[config.mk]
export PLATFORM = sky130hd
export DESIGN_NAME = bd_word_source
export DESIGN_NICKNAME = d
export VERILOG_FILES = /design/src/rtl/bd_word_source.sv
export SDC_FILE = /design/constraint.sdc
export NUM_CORES = 1
export LEC_CHECK = 0
export CAP_MARGIN = 15
export CORE_UTILIZATION = 50
export DETAILED_ROUTE_END_ITERATION = 10
export PLACE_DENSITY_LB_ADDON = 0.3
export SYNTH_ARGS = -nofsm -noshare
export SYNTH_HDL_FRONTEND = slang
export SYNTH_SLANG_ARGS = --single-unit
[constraint.sdc]
create_clock -name clk -period 15.29 [get_ports clk]
set_input_delay 1.529 -clock clk [delete_from_list [all_inputs] [get_ports clk]]
set_output_delay 1.529 -clock clk [all_outputs]
set_load 0.01 [all_outputs]
[src/rtl/bd_word_source.sv]
// BD chip input-side port emulator: seeded pseudo-random words over an active-low-valid /
// active-high-ready handshake, separated by seeded pseudo-random idle gaps.
module bd_word_source #(
  parameter int          NUM_BITS   = 34,
  parameter int          DelayMin   = 0,
  parameter int          DelayMax   = 200,
  parameter logic [63:0] DATA_SEED  = 64'hACE1_2468_BDF0_1357,
  parameter logic [15:0] DELAY_SEED = 16'hACE1
) (
  input  logic                clk,
  input  logic                reset,
  output logic [NUM_BITS-1:0] data,
  output logic                valid_n,
  input  logic                ready,
  output logic [31:0]         sent_count
);

  // state      | meaning
  // ST_LOAD    | reset value; first edge after release draws d_0
  // ST_WAIT    | idle gap; gap_cnt_q counts down to zero
  // ST_PRESENT | word on data with valid_n low, held until ready
  typedef enum logic [1:0] {ST_LOAD, ST_WAIT, ST_PRESENT} state_e;

  // 17 bits: the gap span can be a full 65536 when DelayMin = 0 and DelayMax = 65535
  localparam logic [16:0] GapSpan = 17'(DelayMax - DelayMin + 1);
  localparam logic [15:0] GapBase = 16'(DelayMin);

  state_e      state_q;
  logic [63:0] data_lfsr_q;
  logic [63:0] data_lfsr_d;
  logic [15:0] delay_lfsr_q;
  logic [15:0] delay_lfsr_d;
  logic [15:0] gap_cnt_q;
  logic [15:0] gap;

  always_comb begin
    data_lfsr_d  = {data_lfsr_q[62:0],
                    data_lfsr_q[63] ^ data_lfsr_q[62] ^ data_lfsr_q[60] ^ data_lfsr_q[59]};
    delay_lfsr_d = {delay_lfsr_q[14:0],
                    delay_lfsr_q[15] ^ delay_lfsr_q[14] ^ delay_lfsr_q[12] ^ delay_lfsr_q[3]};
    gap          = GapBase + 16'({1'b0, delay_lfsr_q} % GapSpan);
  end

  always_ff @(posedge clk or negedge reset) begin
    if (!reset) begin
      state_q      <= ST_LOAD;
      data_lfsr_q  <= DATA_SEED;
      delay_lfsr_q <= DELAY_SEED;
      gap_cnt_q    <= '0;
      data         <= '0;
      valid_n      <= 1'b1;
      sent_count   <= '0;
    end else begin
      case (state_q)
        ST_LOAD: begin
          delay_lfsr_q <= delay_lfsr_d;
          if (gap == 16'd0) begin
            data    <= data_lfsr_q[NUM_BITS-1:0];
            valid_n <= 1'b0;
            state_q <= ST_PRESENT;
          end else begin
            gap_cnt_q <= gap - 16'd1;
            state_q   <= ST_WAIT;
          end
        end
        ST_WAIT: begin
          if (gap_cnt_q == 16'd0) begin
            data    <= data_lfsr_q[NUM_BITS-1:0];
            valid_n <= 1'b0;
            state_q <= ST_PRESENT;
          end else begin
            gap_cnt_q <= gap_cnt_q - 16'd1;
          end
        end
        ST_PRESENT: begin
          if (ready) begin
            sent_count   <= sent_count + 32'd1;
            data_lfsr_q  <= data_lfsr_d;
            delay_lfsr_q <= delay_lfsr_d;
            // zero gap: the next word goes out on this same edge, no bubble
            if (gap == 16'd0) begin
              data <= data_lfsr_d[NUM_BITS-1:0];
            end else begin
              valid_n   <= 1'b1;
              gap_cnt_q <= gap - 16'd1;
              state_q   <= ST_WAIT;
            end
          end
        end
        default: state_q <= ST_LOAD;
      endcase
    end
  end

endmodule

==> results.sh, run 1 <==
export IMPL_fin_worst_skew_ns=0.0121
export IMPL_status="complete, no violations"
export IMPL_final_common_cell="dfrtp_1"
export IMPL_ys_ff_latch=165
export IMPL_fin_tns_setup_ns=0
export IMPL_clock_sinks=165
export IMPL_holdPathStages=1
export IMPL_dr_total_vias=11300
export IMPL_placed_area_sq_mm=0.0141
export IMPL_dp_hpwl_microns=23900
export IMPL_max_stage_delay_ns=0.73
export IMPL_fillCellCount=2289
export IMPL_start_kind="register"
export IMPL_drt_iter0_drc=937
export IMPL_final_util_pct=56.3
export IMPL_cts_reportedPaths_clkPinSlew_ns=0.07
export IMPL_rsz0062_at_grt="false"
export IMPL_synth_edf_count=0
export IMPL_finalSetupViolCount=0
export IMPL_cp_arrival_ns=13.28
export IMPL_min_path_type="reg -> reg"
export IMPL_fp_row_count=59
export IMPL_synth_avg_cell_area_sq_um=9.59
export IMPL_post_route_min_period_ns=12.99
export IMPL_worstMarginPinSlew_ns=1.09
export IMPL_endpoint_kind="register"
export IMPL_h_tree_depth=4
export IMPL_ant_nets=0
export IMPL_post_cts_buffers=0
export IMPL_cts_hold_buf=0
export IMPL_track_usage_pct=25.1
export IMPL_grt_ovfl_total=0
export IMPL_syn_to_final_growth_pct=10.8
export IMPL_core_area_sq_mm=0.0260
export IMPL_maxCapViolCount=0
export IMPL_leakage_nw=6.13
export IMPL_avgViaCountPerCell=6.43
export IMPL_boundaryPins=70
export IMPL_critPathMaxFanout=34
export IMPL_dr_pass1_iters=5
export IMPL_layout_setup_ws_ns=2.30
export IMPL_cts_resized=0
export IMPL_slew_violations=0
export IMPL_grt_pass1_vias=10700
export IMPL_grt_pass1_wl_microns=55300
export IMPL_die_height_microns=165
export IMPL_powerDensity_mw_per_mm2=63.2
export IMPL_layout_drive_gt1_share_pct=21.5
export IMPL_drcViolationCount=0
export IMPL_die_x_microns=165
export IMPL_antenna_found_initial=0
export IMPL_post_synth_instance_area_sq_mm=0.0132
export IMPL_place_gp_congestion=0.936
export IMPL_reg2regPathDepth=40
export IMPL_ir_worst_vdd_mv=0.0745
export IMPL_clockBufferDepth=2
export IMPL_placed_cells=1722
export IMPL_num_antenna_cells=0
export IMPL_die_area_sq_mm=0.0271
export IMPL_nets=1417
export IMPL_ys_flop_type="dfrtp_1"
export IMPL_clk_latency_ns=0.42
export IMPL_cts_buffers_inserted=17
export IMPL_cpMaxStageDelayCell="a31oi_2"
export IMPL_wl_microns=33200
export IMPL_power_mw=0.925
export IMPL_syn_num_nets=1387
export IMPL_grt_max_degree=101
export IMPL_crit_top_cell="a21oi_1"
export IMPL_ys_warn_count=0
export IMPL_yosysSeqAreaShare_pct=31.6
export IMPL_fin_crit_sh_pct=84.9
export IMPL_instances_no_fill=1755
export IMPL_syn_inst=1377
export IMPL_cp_required_ns=15.59
export IMPL_synth_distinct_cells=131
export IMPL_hold_viol=0
export IMPL_final_area_sq_mm=0.0146
export IMPL_pre_cts_ws_ns=2.46
export IMPL_synthArstFlopShare_pct=100
export IMPL_wire_per_inst_microns=18.9
export IMPL_fin_hold_ws_ns=0.477
export IMPL_mostFrequentLayoutCells="dfrtp_1, mux2_2, nand2_1"
export IMPL_start_util_pct=50.8
export IMPL_timing_fmax_mhz=77.0
export IMPL_slew_headroom_pct=27.4
export IMPL_cts_root_buf="clkbuf_16"
export IMPL_critPathKind="reg -> reg"
export IMPL_numPortBuffers=69
export IMPL_cts_tree="done"
==> state kept, by name, indices dropped and copies added, names as in the netlist <==
name	cells
sent_count	32
gap_cnt_q	16
data	34
delay_lfsr_q	16
data_lfsr_q	64
state_q	2
valid_n	1
==> area by class of cell <==
type	count	area, sq um	area share, %
repair buffers	76	752	5.14
clock buffers	18	429	2.93
inverters	24	90.1	0.616
flip-flops and latches	165	4180	28.6
clock inverters	14	134	0.915
multi-input cells	1123	8630	59.0
well taps	335	419	2.86
==> cells in the mapped netlist, types with 8 or more instances <==
library cell / number / area share, %
dfrtp_1: 125 / 24
mux2_2: 116 / 9.9
nand2_1: 100 / 2.8
xnor2_1: 74 / 4.9
nor2_1: 73 / 2.1
nand3_1: 53 / 2.0
a21oi_1: 52 / 2.0
o21ai_0: 49 / 1.9
dfstp_2: 40 / 8.0
clkbuf_1: 37 / 1.1
mux2_1: 36 / 3.1
nor3_1: 35 / 1.3
o21ai_1: 26 / 0.98
nor4_1: 25 / 1.2
xor2_1: 25 / 1.7
nand4_1: 24 / 1.1
inv_1: 20 / 0.57
o211ai_1: 20 / 1.1
and3_1: 19 / 0.90
mux2i_1: 19 / 1.4
and2_1: 18 / 0.85
a211oi_1: 14 / 0.80
a31oi_1: 14 / 0.66
a21o_1: 11 / 0.63
buf_2: 11 / 0.42
nand2b_1: 11 / 0.52
o31ai_1: 11 / 0.63
or3_1: 11 / 0.52
a21oi_2: 10 / 0.66
o21a_1: 10 / 0.57
a211o_1: 9 / 0.60
nor2b_1: 9 / 0.43
o2111ai_1: 9 / 0.60
o22ai_1: 9 / 0.43
or2_2: 9 / 0.43
or4_1: 9 / 0.51
a21boi_0: 8 / 0.45
buf_6: 8 / 0.68
==> worst max-delay path: cells and delay by family (launching register included) <==
kind,cells,cell delay (ns)
and+or+nand+nor,16,4.72
adders and majority gates,2,0.64
muxes,1,0.37
xor gates and xnor gates,4,1.33
DFF,1,0.59
buffers and inverters,2,0.56
AOI/OAI and AO/OA,15,4.60
==> worst paths after layout <==
path / slack [ns] / start / end
worst max-delay path: 2.30 / delay_lfsr_q[14] / data[11]
worst min-delay path: 0.48 / sent_count[31] / sent_count[31]
worst max register to register: 2.30 / delay_lfsr_q[14] / data[11]
worst min register to register: 0.48 / sent_count[31] / sent_count[31]
max in group asynchronous: 12.68 / reset / data[16]
min in group asynchronous: 1.16 / reset / gap_cnt_q[12]
==> power breakdown <==
group / internal, mW / total, mW / switching, mW
sequential: 0.446 / 0.458 / 0.0126
combinational: 0.0280 / 0.0577 / 0.0297
clock: 0.217 / 0.409 / 0.192
==> per-layer routing <==
metal	vias to the layer above	GRT usage, %	wire (microns)
li1	5360	-	-
met1	5510	35.5	15600
met2	383	39.9	15500
met3	33	3.24	1600
met4	0	6.96	460
met5	-	0	0
==> cell families after synthesis <==
kind of cell               count (synthesis)  synth area share, %
buffers and inverters                     89                 3.17
DFF                                      165                 31.6
xor gates and xnor gates                 105                 7.44
adders and majority gates                 11                0.966
and+or+nand+nor                          446                 18.7
AOI/OAI and AO/OA                        383                 22.7
muxes                                    178                 15.3
(Power assumes the default switching activity.)
==> inputs of run 2 (changes only) <==
- clock period: 15.29 -> 11.9 ns (I/O delays scaled with it)
==> run 2 against run 1 <==
Against the previous run:
- core utilization up 2.7 points
- clock power up 25%
- routed wire length up 4.0%
- die area unchanged
- clock-buffer cell count unchanged
- sequential share of layout area down 1.3 points
- critical path type unchanged
- critical endpoint is now data[31]
- highest routed layer unchanged
==> results.sh, run 2 (same netlist as run 1, synthesis figures left out) <==
export IMPL_status="complete, no violations"
export IMPL_grt_ovfl_total=0
export IMPL_reg_top3="data_lfsr_q x64, data x34, sent_count x32"
export IMPL_numPortBuffers=69
export IMPL_wire_per_inst_microns=18.9
export IMPL_hold_viol=0
export IMPL_dr_pass1_iters=5
export IMPL_worstMarginPinSlew_ns=1.08
export IMPL_clockBufferDepth=2
export IMPL_slew_headroom_pct=28.0
export IMPL_nets=1483
export IMPL_endpoint_kind="register"
export IMPL_slew_violations=0
export IMPL_grt_pass1_vias=11000
export IMPL_dp_hpwl_microns=24600
export IMPL_fp_row_count=59
export IMPL_placed_cells=1769
export IMPL_path_buf_inv=5
export IMPL_instances_no_fill=1821
export IMPL_avgViaCountPerCell=6.31
export IMPL_start_kind="register"
export IMPL_die_area_sq_mm=0.0271
export IMPL_max_stage_delay_ns=0.63
export IMPL_wl_microns=34500
export IMPL_cpLargestDelayFamily="simple AND/OR/NAND/NOR gates"
export IMPL_leakage_nw=6.49
export IMPL_start_util_pct=50.8
export IMPL_clk_latency_ns=0.43
export IMPL_min_path_type="reg -> reg"
export IMPL_clock_sinks=165
export IMPL_post_route_min_period_ns=11.42
export IMPL_ant_nets=0
export IMPL_cts_tree="done"
export IMPL_ir_worst_vdd_mv=0.110
export IMPL_die_x_microns=165
export IMPL_die_height_microns=165
export IMPL_antenna_found_initial=0
export IMPL_core_area_sq_mm=0.0260
export IMPL_cts_root_buf="clkbuf_16"
export IMPL_cpMaxStageDelayCell="dfstp_2"
export IMPL_place_gp_congestion=0.902
export IMPL_placed_area_sq_mm=0.0144
export IMPL_num_antenna_cells=0
export IMPL_dr_total_vias=11500
export IMPL_cts_buffers_inserted=17
export IMPL_maxCapViolCount=0
export IMPL_mostFrequentLayoutCells="dfrtp_1, mux2_2, nand2_1"
export IMPL_drcViolationCount=0
export IMPL_critPathMaxFanout=34
export IMPL_final_common_cell="dfrtp_1"
export IMPL_powerDensity_mw_per_mm2=76.8
export IMPL_finalSetupViolCount=0
export IMPL_final_area_sq_mm=0.0153
export IMPL_largest_register_ffs=64
export IMPL_track_usage_pct=25.4
export IMPL_fin_crit_sh_pct=96.0
export IMPL_grt_max_degree=97
export IMPL_h_tree_depth=4
export IMPL_cts_hold_buf=0
export IMPL_cts_reportedPaths_clkPinSlew_ns=0.07
export IMPL_drt_iter0_drc=900
export IMPL_syn_to_final_growth_pct=16.0
export IMPL_boundaryPins=70
export IMPL_timing_fmax_mhz=87.6
export IMPL_cp_required_ns=12.20
export IMPL_layout_drive_gt1_share_pct=27.0
export IMPL_critPathKind="reg -> reg"
export IMPL_fin_tns_setup_ns=0
export IMPL_grt_pass1_wl_microns=55700
export IMPL_fin_worst_skew_ns=0.0141
export IMPL_cp_arrival_ns=11.72
export IMPL_max_flop_register="data_lfsr_q"
## run 2: cell types whose count changed in the layout (fill, tap and decap cells not counted), moves of 3 or more
cell     change
nor3_2       +4
inv_8        -3
nor3_1       -4
buf_4       +66
xnor2_1      -4
xnor2_2      +3
inv_6        +3
## run 2: per-layer routing
| layer | global-route usage [%] | vias up | part of all wire, % |
|---|---|---|---|
| li1 | - | 5480 | - |
| met1 | 34.7 | 5638 | 47 |
| met2 | 41.9 | 338 | 48 |
| met3 | 3.39 | 37 | 4.4 |
| met4 | 7.55 | 0 | 1.2 |
| met5 | 0 | - | 0 |
## run 2: worst paths after layout
kind	start	to	slack (ns)	depth (start not counted)
worst max-delay path	delay_lfsr_q[15]	data[31]	0.48	43
worst min-delay path	sent_count[31]	sent_count[31]	0.48	1
worst max register to register	delay_lfsr_q[15]	data[31]	0.48	43
worst min register to register	sent_count[31]	sent_count[31]	0.48	1
max in group asynchronous	reset	gap_cnt_q[9]	9.65	2
min in group asynchronous	reset	sent_count[31]	0.84	1
## run 2: per-stage QoR
step | utilization (%) | hold WS [ns] | power [mW] | setup slack, ns
2_1_floorplan | - | 0.468 | 0.630 | 1.59
3_3_place_gp | 55.5 | 0.460 | 0.673 | 0.299
3_5_place_dp | 55.5 | 0.474 | 0.674 | 0.0506
4_1_cts | 57.6 | 0.487 | 1.19 | 0.129
5_1_grt | 59.0 | 0.499 | 1.22 | -0.0913
6_report | 59.0 | 0.483 | 1.18 | 0.479
## run 2: repair_timing
item                                   4_1_cts  5_1_grt
endpoints found under the hold margin        0        0
pin swaps                                    0       17
setup endpoints to repair                   34       53
buffers inserted                             0       20
gates resized for setup                      1       39
## run 2: where the power goes
group / total (mW) / switching [mW] / internal [mW]
clock network: 0.512 / 0.239 / 0.274
logic: 0.0755 / 0.0390 / 0.0365
registers: 0.589 / 0.0167 / 0.573
total: 1.18 / 0.294 / 0.883
## run 2: layout make-up
| class | count | area (sq um) |
|---|---|---|
| clock buffers | 18 | 429 |
| clock inverters | 14 | 115 |
| fillers | 2187 | 10700 |
| inverters | 24 | 90.1 |
| multi-input cells | 1123 | 8840 |
| flip-flops and latches | 165 | 4180 |
| well taps | 335 | 419 |
| repair buffers | 142 | 1250 |
==> inputs of run 3 (changes only) <==
- CORE_MARGIN: not set -> 1.5
- clock period: 11.9 -> 12.2 ns (I/O delays scaled with it)
==> run 3 against run 2 <==
Against the previous run:
- worst hold slack lost 0.0062 ns
- combinational power is 3% lower
- global-route usage fell by 0.55 points
- first-iteration DRC count increased by 6.9%
==> results.sh, run 3 (same netlist as run 1, synthesis figures left out) <==
export IMPL_max_stage_delay_ns=0.63
export IMPL_num_antenna_cells=0
export IMPL_r2r_slack_ns=0.47
export IMPL_timing_rr_end="data[33]"
export IMPL_syn_to_final_growth_pct=14.1
export IMPL_placed_cells=1745
export IMPL_clk_latency_ns=0.42
export IMPL_clock_sinks=165
export IMPL_final_common_cell="dfrtp_1"
export IMPL_r2r_start="delay_lfsr_q[1]"
export IMPL_ir_worst_vdd_mv=0.149
export IMPL_boundaryPins=70
export IMPL_post_route_min_period_ns=11.73
export IMPL_maxCapViolCount=0
export IMPL_timing_fmax_mhz=85.3
export IMPL_clockPowerShare_pct=44.5
export IMPL_h_tree_depth=4
export IMPL_cts_reportedPaths_clkPinSlew_ns=0.06
export IMPL_grt_ovfl_total=0
export IMPL_dr_total_vias=11500
export IMPL_power_mw=1.17
export IMPL_grt_max_degree=86
export IMPL_cts_hold_buf=0
export IMPL_reg2regPathDepth=39
export IMPL_cp_required_ns=12.50
export IMPL_multiInputGateArea_sq_mm=0.00881
export IMPL_p_sw_mw=0.288
export IMPL_min_from="sent_count[31]"
export IMPL_critPathMaxFanout=34
export IMPL_wl_microns=34200
export IMPL_layout_drive_gt1_share_pct=24.6
export IMPL_start_kind="register"
export IMPL_grt_pass1_vias=10800
export IMPL_place_gp_congestion=0.942
export IMPL_reg_top3="data_lfsr_q x64, data x34, sent_count x32"
export IMPL_clockBufferDepth=2
export IMPL_slew_headroom_pct=28.7
export IMPL_fp_row_count=59
export IMPL_start_util_pct=50.8
export IMPL_slew_violations=0
export IMPL_min_to="sent_count[31]"
export IMPL_die_height_microns=166
export IMPL_cp_arrival_ns=12.03
export IMPL_dp_hpwl_microns=24300
export IMPL_holdPathStages=1
export IMPL_grt_pass1_wl_microns=55400
export IMPL_hold_viol=0
export IMPL_core_area_sq_mm=0.0260
export IMPL_nets=1450
export IMPL_status="complete, no violations"
export IMPL_max_flop_register="data_lfsr_q"
export IMPL_cts_buffers_inserted=17
export IMPL_fin_crit_sh_pct=96.1
export IMPL_die_area_sq_mm=0.0274
export IMPL_power_frac_seq_pct=49.2
export IMPL_mostFrequentLayoutCells="dfrtp_1, mux2_2, nand2_1"
export IMPL_instances_no_fill=1788
export IMPL_drcViolationCount=0
export IMPL_finalSetupViolCount=0
export IMPL_ff_latch_area_sq_mm=0.00418
export IMPL_track_usage_pct=24.9
export IMPL_cts_root_buf="clkbuf_16"
export IMPL_p_sw_share_pct=24.6
export IMPL_powerDensity_mw_per_mm2=77.6
export IMPL_endpoint_kind="register"
export IMPL_antenna_found_initial=0
export IMPL_final_area_sq_mm=0.0151
export IMPL_intPower_mw=0.883
export IMPL_numPortBuffers=69
export IMPL_worstMarginPinSlew_ns=1.06
export IMPL_cpMaxStageDelayCell="or4_4"
export IMPL_wire_per_inst_microns=19.2
export IMPL_ant_nets=0
export IMPL_dr_pass1_iters=5
export IMPL_placed_area_sq_mm=0.0142
export IMPL_cts_tree="done"
export IMPL_fillCellCount=2254
export IMPL_min_path_type="reg -> reg"
export IMPL_die_x_microns=166
export IMPL_drt_iter0_drc=962
export IMPL_p_comb_share_pct=6.3
export IMPL_leakage_nw=6.33
export IMPL_fin_worst_skew_ns=0.00660
export IMPL_critPathKind="reg -> reg"
export IMPL_largest_register_ffs=64
export IMPL_avgViaCountPerCell=6.42
[run 3: cell types whose count changed in the layout (fill, tap and decap cells not counted), sizes merged]
cell    delta
buf       -33
bufinv     +1
clkinv     +1
inv        -2
[run 3: worst max path at each step]
stage                    end             start  cells past startpoint
floorplan            data[0]  delay_lfsr_q[15]                     43
global placement    data[24]  delay_lfsr_q[15]                     37
finish              data[33]   delay_lfsr_q[1]                     39
detailed placement   data[9]  delay_lfsr_q[14]                     37
global route        data[21]   delay_lfsr_q[4]                     39
CTS                  data[9]  delay_lfsr_q[14]                     38
[run 3: layout make-up]
cell class / instances / share of cell area [%]
Clock inverter: 14 / 0.954
Sequential cell: 165 / 27.7
Clock buffer: 18 / 2.85
Multi-Input combinational cell: 1123 / 58.4
Tap cell: 335 / 2.78
Timing Repair Buffer: 109 / 6.66
Inverter: 24 / 0.597
[run 3: metal layers]
layer | GRT usage, % | share of wire, % | up-vias
met2 | 39.8 | 47 | 397
li1 | - | - | 5406
met3 | 3.62 | 5.7 | 45
met5 | 0 | 0 | -
met4 | 7.39 | 1.7 | 0
met1 | 34.9 | 46 | 5624
[run 3: stage by stage]
step / hold slack, ns / util [%] / TNS [ns] / setup slack (ns)
floorplan: 0.468 / - / 0 / 1.89
global placement: 0.460 / 54.8 / 0 / 0.354
finish: 0.477 / 58.0 / 0 / 0.470
global route: 0.488 / 58.0 / -0.526 / -0.0282
detailed placement: 0.473 / 54.8 / 0 / 0.0436
CTS: 0.483 / 57.0 / 0 / 0.170
[run 3: repair_timing]
item                                   CTS  global route
buffers inserted                         0            11
pin swaps                                0             7
endpoints found under the hold margin    0             0
gates resized for setup                  1            29
setup endpoints to repair               34            53
[run 3: critical path, delay by kind of cell (launching register included)]
family	cells	cell delay (ns)
mux	2	0.76
fa+ha+maj	1	0.29
buf+inv	2	0.38
xor+xnor	2	0.52
flops	1	0.47
compound gates	16	4.23
simple gates	16	4.88
[run 3: power groups by stage]
stage	sequential (mW)	clock, mW	combinational, mW
after floorplan	0.585	0	0.0296
after global placement	0.584	0	0.0724
after detailed placement	0.585	0	0.0747
after CTS	0.576	0.532	0.0757
after global routing	0.578	0.552	0.0799
final	0.576	0.521	0.0736
